<file path="config.mk">
export PLATFORM = sky130hd
export DESIGN_NAME = uart_rx
export DESIGN_NICKNAME = d
export VERILOG_FILES = /design/src/rtl/uart_rx.sv
export SDC_FILE = /design/constraint.sdc
export NUM_CORES = 1
export LEC_CHECK = 0
export CAP_MARGIN = 20
export CORE_MARGIN = 2
export CORE_UTILIZATION = 50
export DETAILED_ROUTE_END_ITERATION = 6
export PLACE_DENSITY = 0.68
export SYNTH_ARGS = -nofsm -noshare
export SYNTH_HDL_FRONTEND = slang
export SYNTH_SLANG_ARGS = --single-unit
</file>
<file path="constraint.sdc">
create_clock -name i_clock -period 2.2 [get_ports i_clock]
set_input_delay 0.33 -clock i_clock [delete_from_list [all_inputs] [get_ports i_clock]]
set_output_delay 0.33 -clock i_clock [all_outputs]
set_load 0.05 [all_outputs]
</file>
<file path="src/rtl/uart_rx.sv">
// 16x oversampling 8N1 UART receiver.
// Presents each received byte with a one-cycle done strobe.
module uart_rx #(
  parameter int N_DATA_BITS  = 8,
  parameter int N_TICKS      = 16,
  parameter int N_STOP_TICKS = 16
) (
  input  logic                   i_clock,
  input  logic                   i_reset,
  input  logic                   i_rx,
  input  logic                   i_tick,
  output logic [N_DATA_BITS-1:0] o_data,
  output logic                   o_rx_done,
  output logic                   o_frame_error
);

  localparam int MAX_T =
    (N_TICKS > N_STOP_TICKS) ? N_TICKS : N_STOP_TICKS;
  localparam int CW = (MAX_T > 1) ? $clog2(MAX_T) : 1;
  localparam int BW =
    (N_DATA_BITS > 1) ? $clog2(N_DATA_BITS) : 1;

  localparam logic [CW-1:0] T_MID  = CW'(N_TICKS / 2 - 1);
  localparam logic [CW-1:0] T_BIT  = CW'(N_TICKS - 1);
  localparam logic [CW-1:0] T_STOP = CW'(N_STOP_TICKS - 1);
  localparam logic [BW-1:0] B_LAST = BW'(N_DATA_BITS - 1);

  typedef enum logic [1:0] {
    IDLE,
    START,
    DATA,
    STOP
  } state_t;

  state_t                 state;
  logic [CW-1:0]          tick_cnt;
  logic [BW-1:0]          bit_cnt;
  logic [N_DATA_BITS-1:0] shreg;

  logic rx_meta;
  logic rx_s;
  logic rx_prev;
  logic [1:0] warm;
  logic armed;

  always_ff @(posedge i_clock or posedge i_reset) begin
    if (i_reset) begin
      rx_meta <= 1'b1;
      rx_s    <= 1'b1;
      rx_prev <= 1'b1;
    end else begin
      rx_meta <= i_rx;
      rx_s    <= rx_meta;
      rx_prev <= rx_s;
    end
  end

  // A line already low when reset releases must go high
  // before any falling edge counts; warm waits out the
  // synchronizer's reset value.
  always_ff @(posedge i_clock or posedge i_reset) begin
    if (i_reset) begin
      warm  <= 2'b00;
      armed <= 1'b0;
    end else begin
      warm  <= {warm[0], 1'b1};
      armed <= armed | (warm[1] & rx_s);
    end
  end

  always_ff @(posedge i_clock or posedge i_reset) begin
    if (i_reset) begin
      state         <= IDLE;
      tick_cnt      <= '0;
      bit_cnt       <= '0;
      shreg         <= '0;
      o_data        <= '0;
      o_rx_done     <= 1'b0;
      o_frame_error <= 1'b0;
    end else begin
      o_rx_done     <= 1'b0;
      o_frame_error <= 1'b0;
      unique case (state)
        IDLE: begin
          if (armed && rx_prev && !rx_s) begin
            state    <= START;
            tick_cnt <= '0;
          end
        end
        START: begin
          if (i_tick) begin
            if (tick_cnt == T_MID) begin
              tick_cnt <= '0;
              bit_cnt  <= '0;
              state    <= rx_s ? IDLE : DATA;
            end else begin
              tick_cnt <= tick_cnt + 1'b1;
            end
          end
        end
        DATA: begin
          if (i_tick) begin
            if (tick_cnt == T_BIT) begin
              shreg <= {rx_s, shreg[N_DATA_BITS-1:1]};
              tick_cnt <= '0;
              bit_cnt  <= bit_cnt + 1'b1;
              if (bit_cnt == B_LAST) state <= STOP;
            end else begin
              tick_cnt <= tick_cnt + 1'b1;
            end
          end
        end
        STOP: begin
          if (i_tick) begin
            if (tick_cnt == T_STOP) begin
              state    <= IDLE;
              tick_cnt <= '0;
              if (rx_s) begin
                o_data    <= shreg;
                o_rx_done <= 1'b1;
              end else begin
                o_frame_error <= 1'b1;
              end
            end else begin
              tick_cnt <= tick_cnt + 1'b1;
            end
          end
        end
        default: state <= IDLE;
      endcase
    end
  end

endmodule

</file>
==> results.cfg, run 1 <==
[outcome]
status = finished, final reports clean

[clock_network]
tritoncts = done
cts_resized = 0
cts_root_buffer = clkbuf_4
post_cts_buffers = 0
clk_latency_ps = 330
numCtsBuffers = 5
path_clk_slew_ps = 100
postCtsHoldBufs = 0
cts_max_path_buffers = 2
clock-sinks = 33
htreeDepth = 2

[cells_and_area]
layout.cells.non_filler = 150
layout.nets = 125
area_delta_synth_final_pct = 12.48
diodes = 0
mostFrequentLayoutCells = dfrtp_1, clkdlybuf4s50_1, mux2_2, mux2_4, inv_1
drive_above_1_share_pct = 28.57
mostFrequentLayoutCell = dfrtp_1

[drt]
totalWireLength_mm = 2.152
drt-initial-drc-count = 13
wire_per_inst_um = 14.35
firstDrtPassIters = 4
postRouteAntennaNets = 0
vias = 855
vias_per_cell = 5.700
drc_errors = 0

[yosys]
yosys.area.top_type = dfrtp_1
synth_area_mm2 = 0.001454
syn-num-nets = 109
syn_avg_cell_area_um2 = 14.25
netlist_top_cells_area = dfrtp_1, mux2_4, mux2_2
yosysSeqAreaShare_pct = 57.06
synth_top_area_share_pct = 51.64
yosys_register_bits = 33
synthCells = 102
yosysWarnings = 0
synth_cell_types = 40

[floorplanning]
fp.coreArea_mm2 = 0.002758
die_h_um = 57.93
die_w_um = 57.93
die-area_mm2 = 0.003355
io-pin-count = 14
num_rows = 19
initial_core_util_pct = 52.72

[global_route]
grt_pass1_wl_mm = 3.870
grt_max_degree = 34
gr-usage-all-layers_pct = 15.58
grt_pass1_vias = 838
antenna_found_initial = 0
grt_overflow = 0

[sta]
post-route-period-util_pct = 82.50
worst_pin_slew_ps = 531.1
fin_crit_ps = 1815
setup_viol = 0
finClkSkew_ps = 12.37
fmax_ghz = 0.5510
tns_ps = 0
finalHoldViolCount = 0
timing.hold.ws_ps = 359.5
slew_viol_final = 0
maxSlewHeadroom_pct = 64.22
rsz0062_at_grt = no

[worst_setup_path]
cp_data_arrival_time_ps = 1480
slowest_stage = clkdlybuf4s50_1
path_class = flip-flop to output port
cpLargestDelayFamily = buffers and inverters
critPathMaxFanout = 2
critPathBufInv = 1
cp-start-kind = flip-flop
cp_data_required_time_ps = 1870
crit_chain = clkdlybuf4s50_1
end_kind = output port
cpPeakStageDelay_ps = 800

[pwr]
vdd_drop_max_v = 0.0007163
cellLeakagePower_nw = 0.7852
power.density_mw_per_mm2 = 848.7

[placement]
gp_congestion = 0.7482
dp_cells = 142
numPortBuffers = 13
hpwl_mm = 1.387

[job]
maxCapViolations = 0

[min_path]
hp-class = flip-flop to flip-flop
-- state kept, by name (all words and copies together) (netlist names), named ones only --
signal / cells
state: 1
bit_cnt: 3
rx_prev: 1
o_data: 8
shreg: 8
rx_meta: 1
armed: 1
rx_s: 1
warm: 2
o_frame_error: 1
tick_cnt: 4
o_rx_done: 1
-- through the flow --
stage	util [%]	total power [mW]	instance area (µm²)	setup slack, ps
floorplan	-	1.051	1454	699.4
global placement	57.49	1.062	1585	344.0
detailed placement	57.49	1.077	1585	318.2
CTS	59.30	1.402	1635	359.8
global route	59.30	1.489	1635	313.4
finish	59.30	1.388	1635	385.1
-- power by group --
part	leakage, nW	internal, mW	switching [mW]
Combinational	0.332	0.154	0.126
Sequential	0.424	0.670	0.116
Clock	0.0293	0.125	0.196
Total	0.785	0.949	0.439
-- worst register-to-register path, cell delays in order (launching register included) --
cell,delay [ps]
dfrtp_1,540
o21ai_0,520
o41a_1,340
mux2_4,310
-- kinds of logic after synthesis --
family          share of synthesized area, %
flops                                  57.06
mux                                    16.01
simple gates                           9.812
compound gates                         9.037
buf+inv                                4.647
fa+ha+maj                              2.582
other cells                           0.2579
xor+xnor                              0.6025
-- worst paths after layout --
path / start / to / slack [ps] / cells past startpoint
min reg2reg: warm[0] / warm[1] / 360 / 0
max: o_data[6] / o_data[6] / 390 / 1
min in group asynchronous: i_reset / o_frame_error / 380 / 3
max reg2reg: state[0] / tick_cnt[1] / 400 / 3
max in group asynchronous: i_reset / rx_meta / 1470 / 3
min: warm[0] / warm[1] / 360 / 0
-- metal layers --
layer / global-route usage, % / wire, µm / vias to the layer above
li1: - / - / 405
met3: 6.027 / 101 / 2
met2: 20.78 / 944 / 18
met4: 6.977 / 23 / 0
met1: 22.45 / 1082 / 430
met5: 0 / 0 / -
-- cell usage after synthesis (all sizes together) --
master	instances
a31oi	2
and3b	1
and4b	1
dfrtp	30
nand4	1
or3	1
and2	2
dfstp	3
a211oi	1
nor2	1
conb	1
inv	6
ha	3
o41a	1
a21o	2
nand2	2
and4bb	1
nor3	1
a22o	2
nand3	1
a211o	1
buf	4
a311oi	1
o21ai	4
a2111oi	2
clkbuf	1
mux2	18
nor2b	1
and3	2
xnor2	1
o311a	1
nor3b	1
and4	1
nor4	1
-- cell type report --
cell class | count | area (µm²)
inverter | 6 | 22.52
multi-input combinational | 58 | 556.8
clock buffer | 7 | 45.04
tap | 31 | 38.79
timing repair buffer | 14 | 137.6
clock inverter | 1 | 5.005
sequential | 33 | 829.5
fill | 225 | 1122
Note: power is estimated with default switching activity, not from simulation.
==> inputs of run 2 (changes only) <==
PLACE_DENSITY = 0.71   (was 0.68)
clock period = 1.5 ns   (was 2.2 ns; I/O delays follow)
==> run 2 against run 1 <==
Core utilization increased by 5.7 points. Sequential power increased by 40%. First-iteration DRC count increased by 69%.
==> results.cfg, run 2 (same netlist as run 1, synthesis figures left out) <==
[cells_and_area]
multiInputGateArea_um2 = 614.3
mostFrequentLayoutCells = dfrtp_1, buf_4, mux2_4, mux2_2, inv_1
mostFrequentLayoutCell = dfrtp_1
area_delta_synth_final_pct = 23.24
post-route-util_pct = 64.97
layout.nets = 137
register_area_um2 = 830.8
drive_above_1_share_pct = 46.56
diodes = 0
fillCellCount = 205
reg.largest.list = o_data (8), shreg (8), tick_cnt (4)

[sta]
timing.hold.ws_ps = 247.5
fin_crit_ps = 1489
tns_ps = 0
finClkSkew_ps = 10.04
fmax_ghz = 0.6715
setup_viol = 0
rsz0062_at_grt = yes
post-route-period-util_pct = 99.29
finalHoldViolCount = 0
slew_viol_final = 0

[clock_network]
clock-sinks = 33
path_clk_slew_ps = 100
cts_max_path_buffers = 2
numCtsBuffers = 5
clk_latency_ps = 310
tritoncts = done
cts_root_buffer = clkbuf_4
htreeDepth = 2
postCtsHoldBufs = 0
post_cts_buffers = 0

[drt]
drt-initial-drc-count = 22
vias = 927
firstDrtPassIters = 4
postRouteAntennaNets = 0
totalWireLength_mm = 2.617
drc_errors = 0
vias_per_cell = 5.722
wire_per_inst_um = 16.15

[global_route]
grt_overflow = 0
grt_pass1_wl_mm = 4.353
grt_max_degree = 34
antenna_found_initial = 0
grt_pass1_vias = 950
gr-usage-all-layers_pct = 17.28

[job]
maxCapViolations = 0

[floorplanning]
initial_core_util_pct = 52.72
die_h_um = 57.93
die_w_um = 57.93
io-pin-count = 14
fp.coreArea_mm2 = 0.002758
num_rows = 19
die-area_mm2 = 0.003355

[placement]
hpwl_mm = 1.673
numPortBuffers = 13
gp_congestion = 0.7882

[worst_setup_path]
critPathMaxFanout = 5
end_kind = flip-flop
slowest_stage = and4bb_4
cp_data_required_time_ps = 1700
cp_data_arrival_time_ps = 1690
cpPeakStageDelay_ps = 390
cp-start-kind = flip-flop
crit_chain = ha_2 > nand2_2 > and4bb_4 > mux2_4
path_class = flip-flop to flip-flop

[min_path]
hp-class = input pin to async pin

[pwr]
power.density_mw_per_mm2 = 1411
vdd_drop_max_v = 0.001112
cellLeakagePower_nw = 0.8906

[outcome]
status = finished, final reports clean
run 2: cell types whose count changed in the layout (fill, tap and decap cells not counted), sizes merged:
| cell | previous run | this run |
|---|---|---|
| and4bb | 1 | 2 |
| buf | 1 | 21 |
| bufinv | 0 | 1 |
| clkdlybuf4s50 | 13 | 3 |
| clkinv | 1 | 0 |
| nand4 | 1 | 2 |
run 2: per-layer routing:
metal	share of wire [%]	vias to the layer above	global-route usage, %
met4	1.2	0	5.980
met5	0	-	0
met2	49	22	26.79
met1	45	465	23.60
li1	-	435	-
met3	4.1	5	4.688
run 2: critical path, delay by kind of cell, from the launching register on:
family | cells | cell delay, ps
fa+ha+maj | 1 | 210
flops | 1 | 380
mux | 1 | 320
simple gates | 2 | 460
run 2: path summary, 6_finish.rpt:
path                                   from        end  slack (ps)  cells after the start
worst max-delay path            tick_cnt[0]   shreg[7]          10                      4
worst min-delay path                i_reset  async pin         250                      3
worst max register to register  tick_cnt[0]   shreg[7]          10                      4
worst min register to register      warm[0]    warm[1]         350                      0
max in group asynchronous           i_reset    rx_meta        1000                      3
min in group i_clock                   i_rx    rx_meta         320                      1
run 2: timing repair:
action                     in CTS  in global routing
pin swaps                       2                  0
setup endpoints to repair      20                 11
gates cloned                    2                  0
gates resized for setup         4                  8
run 2: layout make-up:
type                            count  area share [%]
Sequential cell                    33           46.37
Clock buffer                        7           3.073
Multi-Input combinational cell     60           34.29
Tap cell                           31           2.165
Inverter                            6           1.257
Timing Repair Buffer               24           11.17
Clock inverter                      1           1.676
run 2: where the power goes:
part / internal (mW) / switching (mW)
combinational: 0.388 / 0.366
sequential: 0.986 / 0.114
clock: 0.398 / 0.276
total: 1.77 / 0.756
run 2: through the flow:
stage                     power, mW  setup slack (ps)  instances  area, µm²
after global placement        1.727            -240.2        152       1648
after floorplan               1.542             3.016        102       1458
after CTS                     2.489             12.25        162       1767
final                         2.529             10.71        162       1792
after global routing          2.668            -19.43        162       1792
after detailed placement      1.756            -237.6        152       1648
==> inputs of run 3 (changes only) <==
SLEW_MARGIN = 20   (was default)
==> results of run 3 <==
The final DEF is identical to that of run 2; final timing and power are the same.
